===== src/rtl/snake_dir_ctrl_if.sv =====
// Button/collision inputs and move/step/paused outputs of snake_dir_ctrl.
// The score signal exists only when SNAKE_SPEEDUP_EN is defined.
interface snake_dir_ctrl_if;
   logic [4:0] btn;
   logic       lose;
`ifdef SNAKE_SPEEDUP_EN
   logic [7:0] score;
`endif
   logic [2:0] move;
   logic       step;
   logic       paused;

   modport master (
`ifdef SNAKE_SPEEDUP_EN
      output score,
`endif
      output btn, lose,
      input  move, step, paused
   );

   modport slave (
`ifdef SNAKE_SPEEDUP_EN
      input  score,
`endif
      input  btn, lose,
      output move, step, paused
   );
endinterface


===== src/rtl/snake_dir_ctrl.sv =====
// Snake direction control: button debounce, 2-deep direction queue and step strobe.
// Optional SNAKE_SPEEDUP_EN shortens the step period as the score grows.
module snake_dir_ctrl #(
   parameter int unsigned STEP_DIV  = 6_250_000,
   parameter int unsigned DB_CYCLES = 250_000,
   parameter int unsigned SPEED_DEC = 50_000,
   parameter int unsigned MIN_DIV   = 2_500_000
) (
   input  logic             clk25,
   input  logic             reset,
   snake_dir_ctrl_if.slave  bus
);
   localparam int DBW = $clog2(DB_CYCLES + 1);

   typedef enum logic [1:0] {S_IDLE, S_RUN, S_PAUSE, S_DEAD} state_t;

   state_t           r_state;
   logic [4:0]       r_sync1, r_sync2, r_db, r_press;
   logic [DBW-1:0]   r_dbcnt [5];
   logic [1:0]       r_dir;
   logic [1:0]       r_q [2];
   logic [1:0]       r_qcnt;
   logic [31:0]      r_cnt;
   logic [2:0]       r_move;
   logic             r_step, r_paused;

   logic [31:0]      w_period;
   logic [3:0]       w_dpress;
   logic [1:0]       w_win, w_dir_p, w_q0_p, w_qcnt_p, w_ref;
   logic             w_wrap, w_pop, w_push;

   // r_press pulses for one cycle when a debounced bit rises
   always_ff @(posedge clk25) begin
      if (reset) begin
         r_sync1 <= '0;
         r_sync2 <= '0;
         r_db    <= '0;
         r_press <= '0;
         for (int i = 0; i < 5; i++) r_dbcnt[i] <= '0;
      end else begin
         r_sync1 <= bus.btn;
         r_sync2 <= r_sync1;
         r_press <= '0;
         for (int i = 0; i < 5; i++) begin
            if (r_sync2[i] == r_db[i]) begin
               r_dbcnt[i] <= '0;
            end else if (r_dbcnt[i] == DBW'(DB_CYCLES - 1)) begin
               r_dbcnt[i] <= '0;
               r_db[i]    <= r_sync2[i];
               r_press[i] <= r_sync2[i];
            end else begin
               r_dbcnt[i] <= r_dbcnt[i] + 1'b1;
            end
         end
      end
   end

`ifdef SNAKE_SPEEDUP_EN
   logic [31:0] w_dec;
   assign w_dec = 32'(bus.score) * SPEED_DEC;
   always_comb begin
      w_period = 32'(MIN_DIV);
      if (w_dec < STEP_DIV && (STEP_DIV - w_dec) > MIN_DIV) w_period = STEP_DIV - w_dec;
   end
`else
   assign w_period = 32'(STEP_DIV);
`endif

   // >= so that a period shrinking below the current count wraps at once
   assign w_wrap   = (r_cnt >= w_period - 32'd1);
   assign w_dpress = r_press[3:0];

   always_comb begin
      w_win = 2'd0;
      for (int i = 3; i >= 0; i--) if (w_dpress[i]) w_win = 2'(i);
   end

   // Pop happens before the push check, so pushes see the post-pop tail
   assign w_pop    = (r_state == S_RUN) && !bus.lose && !r_press[4] && w_wrap && (r_qcnt != 2'd0);
   assign w_dir_p  = w_pop ? r_q[0] : r_dir;
   assign w_q0_p   = w_pop ? r_q[1] : r_q[0];
   assign w_qcnt_p = r_qcnt - {1'b0, w_pop};
   assign w_ref    = (w_qcnt_p == 2'd0) ? w_dir_p : (w_qcnt_p == 2'd1) ? w_q0_p : r_q[1];
   assign w_push   = (|w_dpress) && !bus.lose && (r_state == S_RUN || r_state == S_PAUSE) &&
                     (w_win != w_ref) && (w_win != (w_ref ^ 2'b10)) && (w_qcnt_p != 2'd2);

   always_ff @(posedge clk25) begin
      if (reset) begin
         r_state  <= S_IDLE;
         r_dir    <= 2'b00;
         r_q[0]   <= 2'b00;
         r_q[1]   <= 2'b00;
         r_qcnt   <= 2'd0;
         r_cnt    <= 32'd0;
         r_move   <= 3'b100;
         r_step   <= 1'b0;
         r_paused <= 1'b1;
      end else begin
         r_step <= 1'b0;
         r_dir  <= w_dir_p;
         r_q[0] <= w_q0_p;
         r_qcnt <= w_qcnt_p + {1'b0, w_push};
         if (w_push) r_q[w_qcnt_p[0]] <= w_win;
         if (bus.lose) begin
            r_state  <= S_DEAD;
            r_move   <= 3'b100;
            r_paused <= 1'b0;
         end else begin
            case (r_state)
               S_IDLE: if (|w_dpress) begin
                  r_dir    <= w_win;
                  r_cnt    <= 32'd0;
                  r_state  <= S_RUN;
                  r_move   <= {1'b0, w_win};
                  r_paused <= 1'b0;
               end
               S_RUN: if (r_press[4]) begin
                  r_state  <= S_PAUSE;
                  r_move   <= 3'b100;
                  r_paused <= 1'b1;
               end else begin
                  if (w_wrap) begin
                     r_cnt  <= 32'd0;
                     r_step <= 1'b1;
                  end else begin
                     r_cnt  <= r_cnt + 32'd1;
                  end
                  r_move <= {1'b0, w_dir_p};
               end
               S_PAUSE: if (r_press[4]) begin
                  r_state  <= S_RUN;
                  r_move   <= {1'b0, r_dir};
                  r_paused <= 1'b0;
               end
               S_DEAD: ;
               default: ;
            endcase
         end
      end
   end

   assign bus.move   = r_move;
   assign bus.step   = r_step;
   assign bus.paused = r_paused;
endmodule

===== src/flat_wrapper.sv =====
// flat-port wrapper written by rule: the top's interface ports become plain ports
module snake_dir_ctrl_flat 
#(
   parameter int unsigned STEP_DIV  = 6_250_000,
   parameter int unsigned DB_CYCLES = 250_000,
   parameter int unsigned SPEED_DEC = 50_000,
   parameter int unsigned MIN_DIV   = 2_500_000
)
  (clk25, reset, bus_btn, bus_lose, bus_move, bus_step, bus_paused);
  snake_dir_ctrl_if bus_i ();
  input  logic clk25;
  input  logic reset;
  input wire logic [$bits(bus_i.btn)-1:0] bus_btn;
  input wire logic [$bits(bus_i.lose)-1:0] bus_lose;
  output wire logic [$bits(bus_i.move)-1:0] bus_move;
  output wire logic [$bits(bus_i.step)-1:0] bus_step;
  output wire logic [$bits(bus_i.paused)-1:0] bus_paused;
  assign bus_i.btn = bus_btn;
  assign bus_i.lose = bus_lose;
  assign bus_move = bus_i.move;
  assign bus_step = bus_i.step;
  assign bus_paused = bus_i.paused;
  snake_dir_ctrl #(.STEP_DIV(STEP_DIV), .DB_CYCLES(DB_CYCLES), .SPEED_DEC(SPEED_DEC), .MIN_DIV(MIN_DIV)) u_core (.clk25(clk25), .reset(reset), .bus(bus_i));
endmodule

===== config.mk =====
export PLATFORM = sky130hd
export DESIGN_NAME = snake_dir_ctrl_flat
export DESIGN_NICKNAME = d
export VERILOG_FILES = /design/src/rtl/snake_dir_ctrl_if.sv /design/src/rtl/snake_dir_ctrl.sv /design/src/flat_wrapper.sv
export SDC_FILE = /design/constraint.sdc
export NUM_CORES = 1
export LEC_CHECK = 0
export CORE_MARGIN = 2
export CORE_UTILIZATION = 34
export CTS_BUF_LIST = sky130_fd_sc_hd__clkbuf_2
export DETAILED_ROUTE_END_ITERATION = 8
export GPL_ROUTABILITY_DRIVEN = 0
export GPL_TIMING_DRIVEN = 0
export PLACE_DENSITY_LB_ADDON = 0.05
export SYNTH_ARGS = -nofsm -noshare
export SYNTH_HDL_FRONTEND = slang
export SYNTH_SLANG_ARGS = --single-unit

===== constraint.sdc =====
create_clock -name clk25 -period 6.7 [get_ports clk25]
set_input_delay 1.34 -clock clk25 [delete_from_list [all_inputs] [get_ports clk25]]
set_output_delay 1.34 -clock clk25 [all_outputs]
set_load 0.02 [all_outputs]

==> results.sh <==
export IMPL_path_common_cell="sky130_fd_sc_hd__ha_1"
export IMPL_post_place_cells=1159
export IMPL_synthSimpleGateAreaFrac=0.252
export IMPL_synth_compound_area_frac=0.0517
export IMPL_final_setup_tns_ns=0
export IMPL_setup_ws_ns=2.86
export IMPL_power_switching_share=0.234
export IMPL_largest_fanout_on_the_critical_path=10
export IMPL_post_synth_fa_ha_maj_area_fraction=0.0194
export IMPL_floorplan_initialDensity=0.344
export IMPL_finalHoldViolCount=0
export IMPL_timing_max_slew_rel_slack=0.425
export IMPL_seq_power_share=0.600
export IMPL_crit_arrival_ns=4.40
export IMPL_synth_top_cells_by_count="158 x sky130_fd_sc_hd__nor2_1, 92 x sky130_fd_sc_hd__edfxtp_1, 65 x sky130_fd_sc_hd__dfxtp_1, 62 x sky130_fd_sc_hd__xor2_1, 54 x sky130_fd_sc_hd__nand2_1"
export IMPL_achievable_frequency_ghz=0.261
export IMPL_crit_path_cell_trace="nand4_1, nor4_1, a31oi_1, nor4_2, buf_6, ha_1, xor2_1, nor2_1, a211oi_4, xnor2_1, a211oi_1, ha_1, nor2b_1"
export IMPL_final_seq_area_sq_mm=0.00406
export IMPL_timing_max_transition_violations_final=0
export IMPL_most_numerous_cell_in_the_yosys_netlist="sky130_fd_sc_hd__nor2_1"
export IMPL_yosys_most_used_dff="sky130_fd_sc_hd__edfxtp_1"
export IMPL_max_cap_violations=0
export IMPL_total_power_mw=1.80
export IMPL_placed_instance_area_sq_mm=0.00852
export IMPL_synth_lib_cells_used_distinct=62
export IMPL_cp_slowest_cell="sky130_fd_sc_hd__dfxtp_1"
export IMPL_vias_in_the_first_global_route=5361
export IMPL_status="completed"
export IMPL_setup_crit_path_kind="reg2reg"
export IMPL_final_setup_viol_count=0
export IMPL_cts_hold_fix_buffers=0
export IMPL_drcViolationCount=0
export IMPL_p_clk_frac=0.340
export IMPL_port_buffer_count=11
export IMPL_yosys_area_share_xor_xnor=0.115
export IMPL_post_cts_resized_instances=0
export IMPL_multiInputGateArea_sq_mm=0.00383
export IMPL_grt_ovf=0
export IMPL_origin_of_the_critical_flop_to_flop_path="u_core.r_cnt[19]$_SDFFE_PP0P_"
export IMPL_synth_top_family_by_area="simple AND/OR/NAND/NOR gates"
export IMPL_synth_top_area_share=0.358
export IMPL_cp_slowest_stage_delay_ns=0.46
export IMPL_synth_edf_count=92
export IMPL_dp_final_hpwl_microns=10600
export IMPL_cts_num_sinks=157
export IMPL_power_per_cell_area_mw_per_mm2=205
export IMPL_setup_repair_after_global_routing_missed_its_margin="false"
export IMPL_drt_iter0_markers=179
export IMPL_insertion_delay_ns=0.72
export IMPL_dieHeight_microns=155
export IMPL_ant_nets=0
export IMPL_clk_pin_slew_worst_paths_ns=0.21
export IMPL_grt_first_pass_wirelength_microns=25100
export IMPL_initial_antenna_violation_count=1
export IMPL_hold_path_startpoint="u_core.r_sync1[1]$_SDFF_PP0_"
export IMPL_static_leakage_power_nw=3.18
export IMPL_worst_hold_path_type="reg2reg"
export IMPL_max_slew_worst_pin_slew_ns=0.855
export IMPL_fin_crit_sh=0.573
export IMPL_fp_coreArea_sq_mm=0.0224
export IMPL_grt_start_max_net_pins=17
export IMPL_cts_htree_levels=4
export IMPL_post_synthesis_cell_area_sq_mm=0.00772
export IMPL_finClkSkew_ns=0.0501
export IMPL_worst_supply_voltage_drop_on_vdd_uv=107
export IMPL_period_needed_ns=3.84
export IMPL_layout_cells_non_filler=1193
export IMPL_synth_seq_area_share=0.526
export IMPL_critPathTopFamily="simple AND/OR/NAND/NOR gates"
export IMPL_synthDominantAreaCellType="sky130_fd_sc_hd__edfxtp_1"
export IMPL_syn_area_per_cell_sq_um=9.98
export IMPL_finalWirelength_microns=14800
export IMPL_nets=913
export IMPL_cp_end_kind="register"
export IMPL_combPwrFrac=0.060
export IMPL_detail_route_first_pass_iterations=4
export IMPL_layout_cell_area_non_filler_sq_mm=0.00881
export IMPL_wl_per_cell_microns=12.4
export IMPL_synthesis_yosys_warnings=0
export IMPL_grt_use_total=0.129
export IMPL_die_x_microns=155
export IMPL_cts_setup_buffers=0
export IMPL_worstPathRequired_ns=7.27
export IMPL_rows=55
export IMPL_area_growth_synth_to_final_pct=14.1
export IMPL_area_of_the_die_sq_mm=0.0239
export IMPL_cp_startpoint="u_core.r_cnt[19]$_SDFFE_PP0P_"
export IMPL_filler_cell_count=2296
export IMPL_routed_via_density=4.61
export IMPL_cells_after_synth=774
export IMPL_cts_buffers_inserted=17
export IMPL_ys_async_sr_fraction=0
export IMPL_pre_cts_ws_ns=2.52
export IMPL_timing_critical_path_from_type="register"
export IMPL_route_vias_total=5494
export IMPL_clock_tree_root_cell="sky130_fd_sc_hd__clkbuf_2"
export IMPL_worst_path_buf_inv=1
export IMPL_synth_area_mux_share=0.0146
export IMPL_p_int_mw=1.38
export IMPL_total_switching_power_uw=422
export IMPL_floorplan_io_pins=13
export IMPL_tritoncts="built"
export IMPL_post_route_cells_drive_above_1_share=0.0530
export IMPL_ys_seq_elements=157
export IMPL_clock_tree_buffer_depth=2
export IMPL_leading_cell_types_by_total_area_after_synthesis="sky130_fd_sc_hd__edfxtp_1 36%, sky130_fd_sc_hd__dfxtp_1 17%, sky130_fd_sc_hd__nor2_1 7.7%, sky130_fd_sc_hd__xor2_1 7.0%, sky130_fd_sc_hd__xnor2_1 4.4%"
worst paths after layout:
kind | endpoint | slack [ns] | cells past startpoint
setup / recovery | u_core.r_qcnt[0]$_SDFF_PP0_ | 2.86 | 13
hold / removal | u_core.r_sync2[1]$_SDFF_PP0_ | 0.45 | 1
setup reg to reg | u_core.r_qcnt[0]$_SDFF_PP0_ | 2.86 | 13
hold reg to reg | u_core.r_sync2[1]$_SDFF_PP0_ | 0.45 | 1
final cells by class:
type | instances | share of cell area
multi-input cells | 668 | 0.435
well taps | 285 | 0.0405
flip-flops and latches | 157 | 0.461
inverters | 19 | 0.00810
diodes | 2 | 0.000568
clock inverters | 10 | 0.0195
clock buffers | 22 | 0.0125
repair buffers | 11 | 0.0125
plain buffers | 19 | 0.0102
power by group through the flow:
| stage | registers [mW] | clock network [mW] | logic [mW] |
|---|---|---|---|
| final | 1.08 | 0.613 | 0.108 |
| after global routing | 1.09 | 0.681 | 0.123 |
| after CTS | 1.08 | 0.645 | 0.108 |
| after detailed placement | 1.10 | 0 | 0.107 |
| after global placement | 1.10 | 0 | 0.107 |
| after floorplan | 1.10 | 0 | 0.0782 |
cells by family (layout without fill, tap and decap cells):
family                     Yosys count  in the layout
DFF                                157            157
AOI/OAI and AO/OA                   60             60
and+or+nand+nor                    394            394
muxes                               11             11
xor gates and xnor gates           101            101
buffers and inverters               38             81
adders and majority gates           12             12
other                                1             92
through the flow:
| step | hold WS, ns | utilization |
|---|---|---|
| after floorplan | 0.414 | - |
| after global placement | 0.421 | 0.380 |
| after detailed placement | 0.422 | 0.380 |
| after CTS | 0.448 | 0.392 |
| after global routing | 0.454 | 0.393 |
| final | 0.448 | 0.393 |
cells in the final DEF, fill, tap and decap left out, drive strengths merged, types with 3 or more instances in the layout:
master           n
and2             5
clkinv           5
and4             5
bufinv           5
xor2            62
o21ai           16
a21oi           20
conb            90
clkdlybuf4s50   11
nor3            10
a221oi           3
or3             11
nand2b           5
nor2           158
nand2           55
mux2i            9
nor2b           14
dfxtp           65
edfxtp          92
nor4            18
nor4b            8
clkbuf          38
ha              12
a31oi            4
and3            31
buf              3
xnor2           39
nand3           42
nand4           19
or4              3
a211oi           3
inv             19
per-layer routing:
metal  share of wire  wire [microns]  global-route usage  vias up
met1            0.50            7350               0.167     2575
met3           0.020             296              0.0303        9
met5               0               0                   0        -
met4          0.0092             136              0.0437        0
li1                -               -                   -     2879
met2            0.47            6970               0.214       31
state kept, by name, indices dropped and copies added, names as in the netlist, 3 cells and up:
register,flops
u_core.bus.move,3
u_core.r_db,5
u_core.r_sync2,5
u_core.r_cnt,32
u_core.r_sync1,5
u_core.r_dbcnt,90
u_core.r_q,4
u_core.r_press,5
Power figures use the tool's default switching activity.
